**config.mk**
```make
export PLATFORM = sky130hd
export DESIGN_NAME = oled_rect_cmd_sender
export DESIGN_NICKNAME = d
export VERILOG_FILES = /design/src/rtl/oled_rect_cmd_sender.sv
export SDC_FILE = /design/constraint.sdc
export NUM_CORES = 1
export LEC_CHECK = 0
export BUFFER_PORTS_ARGS = -buffer_cell sky130_fd_sc_hd__buf_2
export CORE_MARGIN = 2
export CORE_UTILIZATION = 55
export CTS_BUF_LIST = sky130_fd_sc_hd__clkbuf_8 sky130_fd_sc_hd__clkbuf_16
export DETAILED_ROUTE_END_ITERATION = 7
export GPL_ROUTABILITY_DRIVEN = 0
export MAX_ROUTING_LAYER = met4
export PLACE_DENSITY = 0.86
export SLEW_MARGIN = 10
export SYNTH_ARGS = -nofsm -noshare
export SYNTH_HDL_FRONTEND = slang
export SYNTH_SLANG_ARGS = --single-unit
export TNS_END_PERCENT = 30
```
**constraint.sdc**
```tcl
create_clock -name clk -period 4.2 [get_ports clk]
set_clock_uncertainty 0.15 [all_clocks]
set_input_delay 0 -clock clk [delete_from_list [all_inputs] [get_ports clk]]
set_output_delay 0 -clock clk [all_outputs]
set_load 0.1 [all_outputs]
```
**src/rtl/oled_rect_cmd_sender.sv**
```systemverilog
// Shifts an optional SSD1331 clear-window frame, then the latched 11-byte draw-rectangle
// frame, out over 4-wire SPI mode 3 (MSB first, D/C held low), with a settle wait after each frame.
module oled_rect_cmd_sender #(
  parameter int CLK_DIV     = 4,
  parameter bit CLEAR_EN    = 1'b1,
  parameter int WAIT_CYCLES = 4000
) (
  input  logic        clk,
  input  logic        rst,
  input  logic        start,
  input  logic [87:0] cmd_bytes,
  output logic        busy,
  output logic        done,
  output logic        oled_sclk,
  output logic        oled_mosi,
  output logic        oled_cs_n,
  output logic        oled_dc
);

  localparam int CNT_W  = (CLK_DIV > 1) ? $clog2(CLK_DIV) : 1;
  localparam int WAIT_W = (WAIT_CYCLES > 0) ? $clog2(WAIT_CYCLES + 1) : 1;
  localparam logic [CNT_W-1:0]  DIV_LAST  = CNT_W'(CLK_DIV - 1);
  localparam logic [WAIT_W-1:0] WAIT_LAST = WAIT_W'((WAIT_CYCLES > 0) ? WAIT_CYCLES - 1 : 0);

  typedef enum logic [2:0] {
    S_IDLE, S_CS_SETUP, S_SHIFT, S_CS_HOLD, S_WAIT, S_DONE
  } state_t;

  state_t              state_q, state_d;
  logic [CNT_W-1:0]    cnt_q, cnt_d;
  logic [WAIT_W-1:0]   wait_q, wait_d;
  logic [2:0]          bit_q, bit_d;
  logic [3:0]          byte_q, byte_d;
  logic                rect_q, rect_d;
  logic                phase_q, phase_d;
  logic [87:0]         shadow_q, shadow_d;
  logic                sclk_q, sclk_d;
  logic                mosi_q, mosi_d;
  logic                cs_n_q, cs_n_d;
  logic                busy_q, busy_d;
  logic                done_q, done_d;
  logic                accept;
  logic                advance;
  logic [3:0]          last_byte;
  logic [7:0]          cur_byte;

  // Byte idx of the active frame: fixed clear-window command, or the latched rectangle command.
  function automatic logic [7:0] frame_byte(input logic rect, input logic [3:0] idx,
                                            input logic [87:0] sh);
    logic [7:0] b;
    b = 8'h00;
    if (rect) begin
      for (int k = 0; k < 11; k++) begin
        if (idx == 4'(k)) b = sh[8*k +: 8];
      end
    end else begin
      case (idx)
        4'd0:    b = 8'h25;
        4'd3:    b = 8'h5F;
        4'd4:    b = 8'h3F;
        default: b = 8'h00;
      endcase
    end
    return b;
  endfunction

  always_comb begin
    state_d   = state_q;
    cnt_d     = cnt_q;
    wait_d    = wait_q;
    bit_d     = bit_q;
    byte_d    = byte_q;
    rect_d    = rect_q;
    phase_d   = phase_q;
    shadow_d  = shadow_q;
    accept    = 1'b0;
    advance   = 1'b0;
    last_byte = rect_q ? 4'd10 : 4'd4;

    case (state_q)
      S_IDLE: begin
        if (start) accept = 1'b1;
      end
      S_CS_SETUP: begin
        if (cnt_q == DIV_LAST) begin
          cnt_d   = '0;
          phase_d = 1'b0;
          state_d = S_SHIFT;
        end else begin
          cnt_d = cnt_q + CNT_W'(1);
        end
      end
      S_SHIFT: begin
        // phase 0 = sclk low half, phase 1 = sclk high half; the next bit starts on the fall
        if (cnt_q == DIV_LAST) begin
          cnt_d = '0;
          if (!phase_q) begin
            phase_d = 1'b1;
          end else if (bit_q == 3'd0 && byte_q == last_byte) begin
            state_d = S_CS_HOLD;
          end else begin
            phase_d = 1'b0;
            bit_d   = bit_q - 3'd1;
            if (bit_q == 3'd0) byte_d = byte_q + 4'd1;
          end
        end else begin
          cnt_d = cnt_q + CNT_W'(1);
        end
      end
      S_CS_HOLD: begin
        if (cnt_q == DIV_LAST) begin
          cnt_d = '0;
          if (WAIT_CYCLES > 0) begin
            wait_d  = '0;
            state_d = S_WAIT;
          end else begin
            advance = 1'b1;
          end
        end else begin
          cnt_d = cnt_q + CNT_W'(1);
        end
      end
      S_WAIT: begin
        if (wait_q == WAIT_LAST) advance = 1'b1;
        else wait_d = wait_q + WAIT_W'(1);
      end
      S_DONE: begin
        if (start) accept = 1'b1;
        else state_d = S_IDLE;
      end
      default: state_d = S_IDLE;
    endcase

    if (advance) begin
      if (!rect_q) begin
        rect_d  = 1'b1;
        byte_d  = 4'd0;
        bit_d   = 3'd7;
        cnt_d   = '0;
        state_d = S_CS_SETUP;
      end else begin
        state_d = S_DONE;
      end
    end

    if (accept) begin
      shadow_d = cmd_bytes;
      rect_d   = !CLEAR_EN;
      byte_d   = 4'd0;
      bit_d    = 3'd7;
      cnt_d    = '0;
      phase_d  = 1'b0;
      wait_d   = '0;
      state_d  = S_CS_SETUP;
    end

    // Pin levels follow the upcoming state so every output comes straight from a flop.
    cur_byte = frame_byte(rect_d, byte_d, shadow_d);
    cs_n_d   = !(state_d inside {S_CS_SETUP, S_SHIFT, S_CS_HOLD});
    sclk_d   = !(state_d == S_SHIFT && !phase_d);
    busy_d   = !(state_d inside {S_IDLE, S_DONE});
    done_d   = (state_d == S_DONE);
    if (state_d inside {S_CS_SETUP, S_SHIFT}) mosi_d = cur_byte[bit_d];
    else if (state_d == S_CS_HOLD) mosi_d = mosi_q;
    else mosi_d = 1'b0;
  end

  always_ff @(posedge clk) begin
    if (rst) begin
      state_q <= S_IDLE;
      cnt_q   <= '0;
      wait_q  <= '0;
      bit_q   <= 3'd0;
      byte_q  <= 4'd0;
      rect_q  <= 1'b0;
      phase_q <= 1'b0;
      sclk_q  <= 1'b1;
      mosi_q  <= 1'b0;
      cs_n_q  <= 1'b1;
      busy_q  <= 1'b0;
      done_q  <= 1'b0;
    end else begin
      state_q <= state_d;
      cnt_q   <= cnt_d;
      wait_q  <= wait_d;
      bit_q   <= bit_d;
      byte_q  <= byte_d;
      rect_q  <= rect_d;
      phase_q <= phase_d;
      sclk_q  <= sclk_d;
      mosi_q  <= mosi_d;
      cs_n_q  <= cs_n_d;
      busy_q  <= busy_d;
      done_q  <= done_d;
    end
  end

  // Command data is not reset; a start coinciding with rst must not load it.
  always_ff @(posedge clk) begin
    if (!rst) shadow_q <= shadow_d;
  end

  assign busy      = busy_q;
  assign done      = done_q;
  assign oled_sclk = sclk_q;
  assign oled_mosi = mosi_q;
  assign oled_cs_n = cs_n_q;
  assign oled_dc   = 1'b0;

endmodule

```
# Word level (Yosys, flattened, before mapping)

Index checks and enable logic that the tools add are counted.

Register bits after elaboration: 119
Word-level logic and storage cells: 125

$add $sub $neg: 4
$lt $le $gt $ge: 1
Eq/ne operators: 25
Multiplexer cells: 63
Reductions and logical operators: 19

Operator list:

| kind                                                                   | count |
|---|---|
| 8-bit 2-to-1 mux                                                       | 12 |
| 88-bit 2-to-1 mux                                                      | 1 |
| 3-bit 2-to-1 mux                                                       | 16 |
| 4-bit 2-to-1 mux                                                       | 9 |
| 12-bit 2-to-1 mux                                                      | 2 |
| 12-bit one-hot mux with 2 select lines                                 | 1 |
| 7-bit one-hot mux with 3 select lines                                  | 1 |
| 4-bit by 3-bit equality test with 1-bit output (second input constant) | 4 |
| 3-bit one-hot mux with 5 select lines                                  | 1 |
| 1-bit 2-to-1 mux                                                       | 14 |
| 12-bit by 1-bit adder with 12-bit output (second input constant)       | 1 |
| 12-bit equality test (second input constant)                           | 1 |
| 3-bit by 2-bit equality test with 1-bit output (second input constant) | 4 |
| 4-bit equality test (second input constant)                            | 3 |
| 3-bit equality test (second input constant)                            | 3 |
| 3-bit logical NOT                                                      | 3 |
| 4-bit by 2-bit equality test with 1-bit output (second input constant) | 2 |
| 2-bit 2-to-1 mux                                                       | 4 |
| 3-bit by 1-bit equality test with 1-bit output (second input constant) | 2 |
| 2-bit inequality test (second input constant)                          | 3 |
| 2-bit nonzero test                                                     | 3 |
| 2-bit OR reduction                                                     | 3 |
| 4-bit by 1-bit adder with 4-bit output (second input constant)         | 1 |
| 4-bit by 1-bit equality test with 1-bit output (second input constant) | 1 |
| 13 further kinds                                                       | 17 |

# Depth between registers and ports, before layout

Gate-level depths: netlist of run 1.

Depth after elaboration: 26
Depth in mapped cells: 14
Mapped depth without buffers: 12

# Worst setup path after synthesis of run 1

No wires, ideal clock.

Kind: input to register
Start: input rst
End: register wait_q[5]
Library setup time: 90 ps
Arrival time: 2881 ps
Data required time: 3960 ps
Slack: 1079 ps
Stages: 4
Cells stage by stage: clkbuf_1 inv_1 nand3_1 a21oi_1

Longest elaborated chain between the ends: 1

Ends and longest elaborated chain:

| item                         | line | text |
|---|---|---|
| start, declared              | 9    | `input logic rst,` |
| 2-bit OR reduction (no line) | n/a  |  |
| end signal, assigned         | 185  | `wait_q <= wait_d;` |
| end, declared                | 31   | `logic [WAIT_W-1:0] wait_q, wait_d;` |

No other way between the ends.
A chain may end at the register's enable or synchronous reset.

# Final worst setup path of run 1

Start: register state_q[1]
End: register mosi_q (netlist: oled_mosi)

Longest elaborated chain between the ends: 21
Elaborated cells between the ends (all ways): 62
Classes of those cells: 19 x eq/ne; 38 x mux; 5 x reduce/logical

Ends and longest elaborated chain:

| item                                           | line   | text |
|---|---|---|
| start, declared                                | 29     | `state_t state_q, state_d;` |
| start signal, assigned                         | 183    | `state_q <= state_d;` |
| 3-bit by 2-bit equality test with 1-bit output | 80     | `case (state_q)` |
| 4-bit 2-to-1 mux                               | 80     |  |
| 4-bit 2-to-1 mux                               | 135    | `if (!rect_q) begin` |
| 4-bit 2-to-1 mux                               | 134    | `if (advance) begin` |
| 4-bit 2-to-1 mux                               | 146    | `if (accept) begin` |
| 4-bit logical NOT                              | 54, 57 |  |
| 8-bit 2-to-1 mux (11 in series)                | 54     | `if (idx == 4'(k)) b = sh[8*k +: 8];` |
| 8-bit 2-to-1 mux                               | 52     | `if (rect) begin` |
| 1-bit binary-select mux with 3-bit select      | 163    | `if (state_d inside {S_CS_SETUP, S_SHIFT}) mosi_d = cur_byte[bit_d];` |
| 1-bit 2-to-1 mux (implied by the code)         | 163    |  |
| 1-bit 2-to-1 mux                               | 163    |  |
| end signal, assigned                           | 191    | `mosi_q <= mosi_d;` |
| end, declared                                  | 38     | `logic mosi_q, mosi_d;` |

Parallel ways exist; a longest one is shown, timed or not. The select of a mux whose other input is x is not followed.

==> reports/results.md, run 1 <==
| Quantity | This run | Unit |
|---|---|---|
| 1st-iter DRT viols | 1004 | - |
| Critical-path maximum fanout | 15 | - |
| Setup repair after global routing missed its margin | no | - |
| Average size of a mapped cell | 8.97 | um^2 |
| Avg Vias per Cell | 6.22 | - |
| Netlist area before placement | 0.00670 | mm^2 |
| CTS tree | built | - |
| Worst slew margin relative to its limit | 0.341 | - |
| Final min period | 4010 | ps |
| Total track usage | 0.344 | - |
| CP Launch Type | flip-flop | - |
| Worst R2R Setup Slack | 190 | ps |
| Count of non-filler cells in the finished layout | 1090 | - |
| Htree depth | 4 | - |
| Total power divided by cell area | 394 | mW/mm^2 |
| I/O Buffers | 95 | - |
| Placeable core region | 0.0120 | mm^2 |
| Main synth FF type | edfxtp_1 | - |
| Worst-case vdd ir drop | 0.000210 | V |
| Clock tree root buffer cell | clkbuf_16 | - |
| Commonest non-fill, non-tap cell in the layout | nand2_1 | - |
| Count of fill cells added during filler insertion | 758 | - |
| First-pass GRT wire length | 33500 | um |
| Nets | 1026 | - |
| Max_cap viols | 0 | - |
| I/O pin total | 97 | - |
| Delay of the slowest critical-path stage | 560 | ps |
| Post-synthesis compound-gate area fraction | 0.147 | - |
| Detailed Route WL | 21600 | um |
| Share of synthesized area spent on multiplexers | 0.0207 | - |
| Clock Sinks | 119 | - |
| Fraction of final layout cells sized beyond drive strength 1 | 0.182 | - |
| Least-Margin Pin Slew | 981 | ps |
| Largest family of logic cells by synthesized area | simple AND/OR/NAND/NOR gates | - |
| Reg clk slew, reported paths | 60 | ps |
| Largest area contributor in the netlist | edfxtp_1 | - |
| Met3 GRT Util | 0.0990 | - |
| Maximum number of pins on one net before global-route repair | 56 | - |
| Post-synthesis simple-gate area fraction | 0.287 | - |
| Placed wire-length estimate after detailed placement | 12700 | um |
| Max-slew violation total from the final report | 0 | - |
| Vertical die dimension | 114 | um |
| Source-to-sink clock delay at the later pin of the worst-skew pair | 420 | ps |
| Post-Place Cell Area | 0.00733 | mm^2 |
| Critical-path top delay cell | dfxtp_1 | - |
| Post-synthesis net count | 843 | - |
| Resized Gates After CTS | 0 | - |
| Worst hold slack across all endpoints | 285 | ps |
| Area growth from synthesis to final layout | 32.4 | % |
| Global Route met2 Usage | 0.535 | - |
| Number of cells traversed by the worst hold path | 4 | - |
| Crit Path Category | flip-flop to flip-flop | - |
| Floorplan die area | 0.0131 | mm^2 |
| Final worst-path cycle share | 0.955 | - |
| Path type of the worst min-delay path | primary input to flip-flop | - |
| Parity-gate share of the synthesized area counting xor and xnor cells | 0.0170 | - |
| Max Clock Freq | 0.249 | GHz |
| Setup Buffers After CTS | 0 | - |
| Final-layout setup total negative slack | 0 | ps |
| Worst-case clock buffer depth | 2 | - |
| Run status | finished with violations | - |
| Final Hold Violating Endpoints | 0 | - |
| DRC | 73 | - |
| Number of enable flip-flop cells after synthesis | 88 | - |
| WL per Instance | 19.8 | um |
| Vias in the first global route | 6460 | - |
| Num CTS Buffers | 17 | - |
| WP data arrival | 4220 | ps |
| Antenna violations before repair | 0 | - |
| Met1 Use GR | 0.415 | - |
| Number of storage elements in the synthesis netlist | 119 | - |
| Cells along the critical path | nand4bb_1 > or3_1 > o21ai_1 > nand4_1 > nor2_1 > and2_1 > nor3b_1 > a221o_1 > o32ai_1 > a32o_1 | - |
| Cells taking the most area after synthesis | edfxtp_1 (39%), nand2_1 (15%), dfxtp_1 (9.3%) | - |
| Layer carrying the most global-route usage | met2 | - |
| Via count | 6780 | - |
| Total setup violations reported at the end of the flow | 0 | - |
| Post-detailed-route count of antenna-violating nets | 0 | - |
| Cell Count Post-Placement | 968 | - |
| Initial Util | 0.560 | - |
| Sequential-to-total area share from yosys stat | 0.487 | - |
| Data required time at the worst endpoint | 4410 | ps |
| DRT Pass-1 Iters | 8 | - |
| Share of synthesized cell area in full adder, half adder and majority cells | 0.00934 | - |
| Die boundary width | 114 | um |
| Synth warnings | 0 | - |
| Cell count after synthesis | 747 | - |
| Number of library cell types mapped by synthesis | 80 | - |
| R2R depth | 10 | - |
| Number of standard-cell rows in the floorplan | 40 | - |
| Fraction of registers with async set/reset | 0 | - |
| Failing checks | design-rule violations | - |
| Total congestion overflow after global routing | 0 | - |
| Commonest cells after routing, fill and taps aside | nand2_1 (261), buf_2 (95), dlygate4sd3_1 (90), edfxtp_1 (88), nor2_1 (38) | - |
| ANT cells | 0 | - |
| Final core utilization | 0.741 | - |
| Share of Yosys cell area claimed by the top area cell type | 0.394 | - |
| Leakage power | 3.78 | nW |
| Critical Path Sink Type | flip-flop | - |
| Post-route cell area | 0.00887 | mm^2 |
==> cell type report <==
class / count / area, um^2 / area share
Sequential cell: 119 / 3260 / 0.368
Inverter: 12 / 46.3 / 0.00522
Multi-Input combinational cell: 578 / 3220 / 0.364
Timing Repair Buffer: 202 / 1520 / 0.171
Clock inverter: 15 / 209 / 0.0236
Clock buffer: 17 / 425 / 0.0480
Tap cell: 147 / 184 / 0.0207
==> logic make-up (layout without fill, tap and decap cells) <==
kind of cell / after synthesis / count (layout)
DFF: 119 / 119
other: 1 / 1
buffers and inverters: 50 / 246
and+or+nand+nor: 419 / 419
adders and majority gates: 5 / 5
xor gates and xnor gates: 13 / 13
AOI/OAI and AO/OA: 127 / 127
muxes: 13 / 13
==> metal layers <==
layer / vias to the layer above / part of all wire
met5: - / 0
met4: 0 / 0.055
met3: 145 / 0.11
met2: 531 / 0.46
met1: 3056 / 0.37
li1: 3048 / -
==> where the power goes <==
group          internal, mW  switching [mW]  leakage (nW)  total (mW)
sequential             1.38          0.0328          1.13        1.41
clock                  1.04           0.538         0.303        1.58
combinational         0.191           0.311          2.36       0.502
==> sequential cells by signal, summed over array words and instances (netlist names), 2 cells and up <==
register	cells
bit_q	3
byte_q	4
cnt_q	2
shadow_q	88
state_q	3
wait_q	12
==> through the flow <==
stage	power [mW]	setup slack (ps)
floorplan	1.68	1080
global placement	1.81	603
detailed placement	1.83	485
CTS	3.46	432
global route	3.59	57.3
finish	3.49	189
==> cell usage after synthesis, types with 7 or more instances <==
master and instances:
edfxtp_1 88, nand3_1 18, nor3b_1 11, clkbuf_1 23, inv_1 12, nor3_1 22, a22oi_1 8, o21ai_0 16
mux2_2 7, o31ai_1 9, dfxtp_1 31, a21oi_1 19, and2_1 8, nand2_1 261, and3_1 14, nor2_1 38
xor2_1 9, nand4_1 9
==> worst max-delay path, delay by kind of cell, from the launching register on <==
family          cells  cell delay [ps]
compound gates      4             1390
flops               1              560
simple gates        6             1840
==> worst paths after layout <==
check / startpoint / endpoint
worst max-delay path: state_q[1] / oled_mosi
worst min-delay path: cmd_bytes[23] / shadow_q[23]
worst max register to register: state_q[1] / oled_mosi
worst min register to register: wait_q[1] / wait_q[1]
==> repair_timing <==
| action | in CTS | in global routing |
|---|---|---|
| setup endpoints to repair | 0 | 0 |
| hold buffers | 90 | 0 |
| endpoints found under the hold margin | 107 | 0 |
Power figures use the tool's default switching activity.
==> run 2: changes to the inputs <==
ABC_AREA = 1   (was default)
CAP_MARGIN = 20   (was default)
CELL_PAD_IN_SITES_DETAIL_PLACEMENT = 2   (was default)
CELL_PAD_IN_SITES_GLOBAL_PLACEMENT = 2   (was default)
CORE_UTILIZATION = 34   (was 55)
PLACE_DENSITY = 0.9   (was 0.86)
==> reports/results.md, run 2 <==
| Quantity | This run | Unit |
|---|---|---|
| WL per Instance | 24.0 | um |
| Die boundary width | 142 | um |
| Cells taking the most area after synthesis | edfxtp_1 (41%), nand2_1 (20%), dfxtp_1 (9.6%) | - |
| Worst-case clock buffer depth | 2 | - |
| Data required time at the worst endpoint | 4420 | ps |
| Max-slew violation total from the final report | 0 | - |
| DRC | 0 | - |
| CP Launch Type | flip-flop | - |
| Clock Sinks | 119 | - |
| Vias in the first global route | 7497 | - |
| Netlist area before placement | 0.00648 | mm^2 |
| Largest registers | shadow_q (88), wait_q (12), byte_q (4) | - |
| Crit Path Category | flip-flop to flip-flop | - |
| Num CTS Buffers | 17 | - |
| Final core utilization | 0.464 | - |
| Maximum number of pins on one net before global-route repair | 69 | - |
| Area growth from synthesis to final layout | 34.0 | % |
| Setup Buffers After CTS | 0 | - |
| Reg clk slew, reported paths | 70 | ps |
| Floorplan die area | 0.0202 | mm^2 |
| Average size of a mapped cell | 8.01 | um^2 |
| Detailed Route WL | 29900 | um |
| Final Hold Violating Endpoints | 0 | - |
| Commonest cells after routing, fill and taps aside | nand2_1 (353), buf_2 (95), dlygate4sd3_1 (90), edfxtp_1 (88), inv_1 (60) | - |
| 1st-iter DRT viols | 466 | - |
| Synth warnings | 0 | - |
| Sequential-to-total area share from yosys stat | 0.503 | - |
| Number of standard-cell rows in the floorplan | 50 | - |
| Share of Yosys cell area claimed by the top area cell type | 0.408 | - |
| Placed wire-length estimate after detailed placement | 16100 | um |
| Number of enable flip-flop cells after synthesis | 88 | - |
| Clock tree root buffer cell | clkbuf_16 | - |
| Worst slew margin relative to its limit | 0.351 | - |
| ANT cells | 0 | - |
| Initial Util | 0.347 | - |
| Cell count after synthesis | 809 | - |
| Count of fill cells added during filler insertion | 2014 | - |
| Vertical die dimension | 142 | um |
| Commonest non-fill, non-tap cell in the layout | nand2_1 | - |
| Post-route cell area | 0.00869 | mm^2 |
| Final-layout setup total negative slack | 0 | ps |
| Antenna violations before repair | 0 | - |
| Path type of the worst min-delay path | primary input to flip-flop | - |
| Number of storage elements in the synthesis netlist | 119 | - |
| Source-to-sink clock delay at the later pin of the worst-skew pair | 450 | ps |
| Worst Slack Setup Final | 400 | ps |
| Leakage power | 3.82 | nW |
| Htree depth | 4 | - |
| Final worst-path cycle share | 0.905 | - |
| Largest area contributor in the netlist | edfxtp_1 | - |
| I/O pin total | 97 | - |
| Least-Margin Pin Slew | 974 | ps |
| Max_cap viols | 0 | - |
| Post-detailed-route count of antenna-violating nets | 0 | - |
| Main synth FF type | edfxtp_1 | - |
| Critical Path Sink Type | flip-flop | - |
| Avg Vias per Cell | 5.37 | - |
| Number of library cell types mapped by synthesis | 43 | - |
| Count of non-filler cells in the finished layout | 1243 | - |
| First-pass GRT wire length | 45400 | um |
| Setup repair after global routing missed its margin | no | - |
| Total congestion overflow after global routing | 0 | - |
| WP data arrival | 4030 | ps |
| Setup slack at placement | 744 | ps |
| Cell with the most instances after synthesis | nand2_1 | - |
| Worst-case vdd ir drop | 0.000337 | V |
| Largest reg by FF count | shadow_q | - |
| Critical-path maximum fanout | 8 | - |
| Fraction of registers with async set/reset | 0 | - |
| Run status | finished, final reports clean | - |
| DRT Pass-1 Iters | 5 | - |
| Max Clock Freq | 0.263 | GHz |
| Worst R2R Setup Slack | 400 | ps |
| Cell Count Post-Placement | 1121 | - |
| CTS tree | built | - |
| Largest register FFs | 88 | - |
| Fraction of final layout cells sized beyond drive strength 1 | 0.203 | - |
| Via count | 6676 | - |
| Nets | 1092 | - |
| Post-synthesis net count | 905 | - |
| Post-synth top cells | nand2_1 (353), edfxtp_1 (88), inv_1 (61), nor2_1 (39), nand3_1 (37) | - |
| Total power divided by cell area | 407 | mW/mm^2 |
| Placeable core region | 0.0187 | mm^2 |
| Final min period | 3800 | ps |
| Post-Place Cell Area | 0.00718 | mm^2 |
| I/O Buffers | 95 | - |
| Total setup violations reported at the end of the flow | 0 | - |
| Total track usage | 0.313 | - |
[run 2: cell count changes in the layout (fill, tap and decap cells not counted), moves of 12 or more]
cell,delta
nand2_1,+92
inv_2,+16
or2_2,+12
inv_1,+49
and3_1,-14
nor3_1,-15
nand3_1,+18
[run 2: final timing paths]
path,startpoint,end,cells past startpoint
worst max-delay path,cnt_q[0],oled_mosi,21
worst min-delay path,cmd_bytes[4],shadow_q[4],4
worst max register to register,cnt_q[0],oled_mosi,21
worst min register to register,cnt_q[0],cnt_q[0],2
[run 2: per-layer routing]
layer | vias up | part of all wire | track usage
li1 | 3004 | - | -
met5 | - | 0 | -
met2 | 268 | 0.52 | 0.545
met1 | 3307 | 0.39 | 0.346
met3 | 97 | 0.045 | 0.0565
met4 | 0 | 0.040 | 0.149
[run 2: what timing repair did]
action                     4_1_cts  5_1_grt
resized for setup                0        0
setup endpoints to repair        0        0
hold buffers                    90        0
hold endpoints to repair       103        0
[run 2: stage by stage]
step	power (mW)	hold slack (ps)
after detailed placement	1.85	167
final	3.53	280
after global routing	3.64	306
after CTS	3.45	256
after global placement	1.82	148
after floorplan	1.68	-72.9
[run 2: cell families after synthesis]
kind of cell / Yosys count / synth area share
mux: 1 / 0.00154
flops: 119 / 0.503
compound gates: 64 / 0.0550
buf+inv: 100 / 0.0641
xor+xnor: 2 / 0.00270
simple gates: 517 / 0.363
other cells: 1 / 0.000578
fa+ha+maj: 5 / 0.00965
[run 2: cell type report]
class	instances	area (um^2)	share of cell area
flip-flops and latches	119	3260	0.376
well taps	234	293	0.0337
inverters	77	290	0.0334
clock buffers	17	425	0.0490
clock inverters	15	179	0.0206
multi-input cells	590	2820	0.324
repair buffers	191	1420	0.164
[run 2: power by group]
group,leakage [nW],internal (mW),switching (mW)
logic,2.42,0.179,0.361
clock network,0.276,0.934,0.646
registers,1.12,1.38,0.0374
total,3.82,2.49,1.04
[run 2: critical path, cell delays in order, from the launching register on]
cell	delay, ps
dfxtp_1	370
ha_1	370
nand2_1	170
inv_2	120
nand3_4	140
nor2_8	160
nand3_1	120
nand2_2	120
nand3_4	130
nor2_4	160
inv_2	90
nor3_2	510
nand2_1	150
nand4_1	170
nand2_1	90
nand2_1	120
nand2_1	90
nand3_1	80
nand2_1	80
a21oi_2	130
nand2_1	90
a21oi_2	120
